==> src/rtl/approx_add1.sv <==
// Registered approximate ripple-carry adder. The low APPROX_LSBS cells output sum = ~carry_out.
// The remaining cells are exact full adders. An exact reference sum drives the err flag.
module approx_add1 #(
  parameter int unsigned WIDTH       = 1,
  parameter int unsigned APPROX_LSBS = WIDTH
) (
  input  logic             clk,
  input  logic             rst,
  input  logic             in_valid,
  input  logic [WIDTH-1:0] a,
  input  logic [WIDTH-1:0] b,
  input  logic             c_in,
  output logic [WIDTH-1:0] sum,
  output logic             c_out,
  output logic             out_valid,
  output logic             err
);

  localparam int unsigned XW = WIDTH + 1;

  logic [WIDTH:0]   carry_c;
  logic [WIDTH-1:0] sum_c;
  logic [XW-1:0]    exact_c;
  logic             err_c;

  logic [WIDTH-1:0] sum_q, sum_d;
  logic             c_out_q, c_out_d;
  logic             out_valid_q, out_valid_d;
  logic             err_q, err_d;

  // Ripple chain: the carry is always exact; only the sum bit is approximated.
  always_comb begin
    carry_c    = '0;
    sum_c      = '0;
    carry_c[0] = c_in;
    for (int unsigned i = 0; i < WIDTH; i++) begin
      carry_c[i+1] = (a[i] & b[i]) | (carry_c[i] & (a[i] ^ b[i]));
      if (i < APPROX_LSBS) begin
        sum_c[i] = ~carry_c[i+1];
      end else begin
        sum_c[i] = a[i] ^ b[i] ^ carry_c[i];
      end
    end
  end

  // Exact reference at WIDTH+1 bits for the mismatch flag.
  always_comb begin
    exact_c = XW'({1'b0, a}) + XW'({1'b0, b}) + XW'(c_in);
    err_c   = ({carry_c[WIDTH], sum_c} != exact_c);
  end

  always_comb begin
    sum_d       = sum_q;
    c_out_d     = c_out_q;
    err_d       = err_q;
    out_valid_d = in_valid;
    if (in_valid) begin
      sum_d   = sum_c;
      c_out_d = carry_c[WIDTH];
      err_d   = err_c;
    end
  end

  always_ff @(posedge clk or posedge rst) begin
    if (rst) begin
      sum_q       <= '0;
      c_out_q     <= 1'b0;
      out_valid_q <= 1'b0;
      err_q       <= 1'b0;
    end else begin
      sum_q       <= sum_d;
      c_out_q     <= c_out_d;
      out_valid_q <= out_valid_d;
      err_q       <= err_d;
    end
  end

  assign sum       = sum_q;
  assign c_out     = c_out_q;
  assign out_valid = out_valid_q;
  assign err       = err_q;

endmodule

==> config.mk <==
export PLATFORM = sky130hd
export DESIGN_NAME = approx_add1
export DESIGN_NICKNAME = d
export VERILOG_FILES = /design/src/rtl/approx_add1.sv
export SDC_FILE = /design/constraint.sdc
export NUM_CORES = 1
export LEC_CHECK = 0
export CORE_AREA = 2 2 39 41
export DETAILED_ROUTE_END_ITERATION = 7
export DIE_AREA = 0 0 41 43
export MAX_ROUTING_LAYER = met4
export SYNTH_ARGS = -nofsm -noshare
export SYNTH_HDL_FRONTEND = slang
export SYNTH_SLANG_ARGS = --single-unit
==> constraint.sdc <==
create_clock -name clk -period 1.3 [get_ports clk]
set_clock_uncertainty 0.1 [all_clocks]
set_input_delay 0.39 -clock clk [delete_from_list [all_inputs] [get_ports clk]]
set_output_delay 0.39 -clock clk [all_outputs]
set_load 0.02 [all_outputs]
After elaboration in Yosys (flattened, before gate mapping)

Index checks and enable logic that the tools add are counted.

Bitwise gates (word level): 5
Mux-type cells: 0
Shift operators: 0
Equality and inequality tests: 1
$add $sub $neg: 2
Order comparisons: 0
Multiply operators: 0
Reductions and logical operators: 0
Divide/modulo/power cells: 0

Operators by type and width:

| cell        | number |
|---|---|
| $add 1x1->2 | 1 |
| $add 2x1->2 | 1 |
| $and 1x1->1 | 2 |
| $ne 2x2->1  | 1 |
| $not 1->1   | 1 |
| $or 1x1->1  | 1 |
| $xor 1x1->1 | 1 |

Register bits: 4
Memory bits (writable): 0
Input port bits: 6
Memories: 0
Output and inout bits: 4
Logic and storage cells: 12
Latch bits: 0
Bits in read-only memories: 0

Depth between registers and ports, before layout

Depth after elaboration: 5
Mapped depth: 3
Depth with buffers taken out: 3

Worst setup path after synthesis

Ideal clock, no wire load.

Path type: input port to flip-flop
Start point: in a
End point: reg err_q (netlist: err)
Slack: -0.163 ns
Stages: 3
Arrival time: 1.238 ns
Buffers on the path: 0
Required time: 1.075 ns
Setup time: 0.125 ns
Path through: fa_1 -> xnor2_1 -> mux2_4

Longest elaborated chain between the ends: 5
Elaborated cells between the ends (all ways): 8
Classes of those cells: add/sub: 2; eq/ne: 1; bitwise: 5

RTL lines:

| item                                                                | line | source |
|---|---|---|
| start, declared                                                     | 10   | `input logic [WIDTH-1:0] a,` |
| parallel branches: the longest is 4 deep, another holds $add 1x1->2 | -    |  |
| $ne 2x2->1 *                                                        | 49   | `err_c = ({carry_c[WIDTH], sum_c} != exact_c);` |
| end signal, assigned                                                | 74   | `err_q <= err_d;` |
| end, declared                                                       | 29   | `logic err_q, err_d;` |

Mark *: on every way between the ends.
A chain may end at the register's enable or synchronous reset.

Final worst setup path

Start point: in b
End point: reg err_q (netlist: err)

Longest elaborated chain between the ends: 5
Elaborated cells between the ends (all ways): 8
Classes of those cells: add/sub: 2; eq/ne: 1; bitwise: 5

RTL lines:

| item                                                                | line | source |
|---|---|---|
| start, declared                                                     | 11   | `input logic [WIDTH-1:0] b,` |
| parallel branches: the longest is 4 deep, another holds $add 1x1->2 | -    |  |
| $ne 2x2->1 *                                                        | 49   |  |

Marked as above.

==> metrics.md <==
| Metric | Value |
|---|---|
| Core area | 1380 sq um |
| Mapped Cells | 11 |
| # Max-Cap Violations | 0 |
| Slew margin rel. | 91.6% |
| Share of cells above drive strength 1 | 60.0% |
| Grt ovf | 0 |
| Most frequent cells in the layout | 5 x buf_2, 4 x dfrtp_1, 3 x clkbuf_4 |
| Final #Nets | 34 |
| Worst skew pair latency | 230 ps |
| I/O Buffers | 9 |
| Most common cell after layout, fill and taps aside | buf_2 |
| Avg Cell Area, Syn | 15.7 sq um |
| Die area | 1760 sq um |
| Initial antenna violation count | 0 |
| P_leak | 0.147 nW |
| Fmax | 750 MHz |
| Register bit total from synthesis | 4 |
| First-pass GRT wire length | 579 um |
| FILL cells | 153 |
| Vias per cell | 3.37 |
| Mapped Area | 173 sq um |
| Iter 0 DRT Violations | 0 |
| Postcts setup bufs | 0 |
| Initial Utilization | 12.5% |
| Via count | 138 |
| CTS H-tree depth | 1 |
| Power Dens Cells | 1390 nW/um^2 |
| Yosys warnings | 0 |
| Setup violations, final | 1 |
| Largest net degree at the start of global routing | 5 |
| Top-level I/O count | 10 |
| Tcrit/Tclk final | 103% |
| DR DRC count | 0 |
| CP Max Fanout | 1 |
| CTS tree | done |
| Worst path required time | 1320 ps |
| Worst setup margin | -33.1 ps |
| Root Buffer Master | clkbuf_4 |
| Antenna diode count | 0 |
| Routed Wire Length | 354 um |
| Drt pass-1 iters | 1 |
| Global Route Usage Sum | 6.01% |
| CP Class | in -> reg |
| Die width | 41 um |
| Vias in the first global route | 151 |
| RSZ-0062 raised after global routing | true |
| Die Span Y | 43 um |
| Area delta synth->final | 73.9% |
| Crit path DAT | 1350 ps |
| CP Launch Type | input pin |
| Tot Pwr | 0.417 mW |
| Net Count, Synth | 18 |
| Status | finished, violations left |
| Hold crit path type | in -> async |
| Fin crit period | 1330 ps |
| Worst-Margin Slew | 123 ps |
| Fin. Hold Viols | 0 |
| Max rail drop VDD | 222 uV |
| Violated checks | negative setup slack |
| Unique cell type count in the Yosys netlist | 7 |
| Total CTS buffers | 3 |
| Post-layout util | 21.7% |
| Slew Viols, Final | 0 |
| Post-CTS Hold Fix Bufs | 0 |
| Placement Rows | 14 |
| Worst-path clk slew | 40 ps |
| CTS sink cnt | 4 |
| CP Capture Type | register |
| GP Congestion | 0.617 |
| Final ANT Viol Nets | 0 |
| DR WL/cell | 8.63 um |
| Sequential area share after synthesis | 58.0% |
| Hold WS | 239 ps |
| CTS Buffer Depth | 2 |
cells in the mapped netlist:
cell type / n / share of area, %
fa_1: 1 / 12
dfrtp_1: 4 / 58
mux2i_1: 1 / 5.8
inv_1: 2 / 4.3
xnor2_1: 1 / 5.1
mux2_4: 1 / 8.7
mux2_2: 1 / 6.5
power breakdown:
part | internal (mW) | switching (mW)
combinational | 0.0625 | 0.0519
clock | 0.103 | 0.0481
sequential | 0.143 | 0.00786
cell type report:
| class | count | area [sq um] | area share [%] |
|---|---|---|---|
| sequential | 4 | 100 | 33.3 |
| timing repair buffer | 11 | 82.6 | 27.5 |
| multi-input combinational | 5 | 67.6 | 22.5 |
| clock buffer | 3 | 22.5 | 7.50 |
| tap | 16 | 20.0 | 6.67 |
| inverter | 2 | 7.51 | 2.50 |
state kept, by name, indices dropped and copies added (netlist names):
| register | count |
|---|---|
| c_out | 1 |
| err | 1 |
| out_valid | 1 |
| sum | 1 |
worst max-delay path: stages:
cell and delay [ps]:
buf_6 90, fa_2 550, xnor2_1 60, mux2_4 250
metal layers:
layer | wire length [um] | track usage (%) | vias to the layer above
li1 | - | - | 62
met1 | 119 | 5.92 | 60
met2 | 139 | 5.94 | 12
met3 | 72 | 4.71 | 4
met4 | 21 | 8.00 | 0
met5 | 0 | - | -
metrics by stage:
stage               std cells  setup slack, ps  setup TNS [ps]  cell area (sq um)
floorplan                  11             -163            -192                173
global placement           38             -618           -1850                298
detailed placement         38             -641           -1990                298
CTS                        41            -32.8           -32.8                294
global route               41            -37.5           -37.5                300
finish                     41            -33.1           -33.1                300
kinds of logic after synthesis:
family | synth area share (%)
adder cells (fa/ha/maj) | 11.6
multiplexers | 21.0
flip-flops | 58.0
buffers and inverters | 4.35
XOR/XNOR | 5.07
final timing paths:
check	start	endpoint	slack, ps	cells after the start
worst min-delay path	rst	err	240	2
worst max register to register	err	err	340	2
min in group clk	c_out	c_out	400	1
max in group asynchronous	rst	sum	720	2
worst max-delay path	b	err	-30	4
worst min register to register	c_out	c_out	400	1
timing repair:
action / 4_1_cts / 5_1_grt
pin swaps: 2 / 2
endpoints found under the hold margin: 0 / 0
setup endpoints to repair: 7 / 1
resized for setup: 30 / 1
Power figures use the tool's default switching activity.
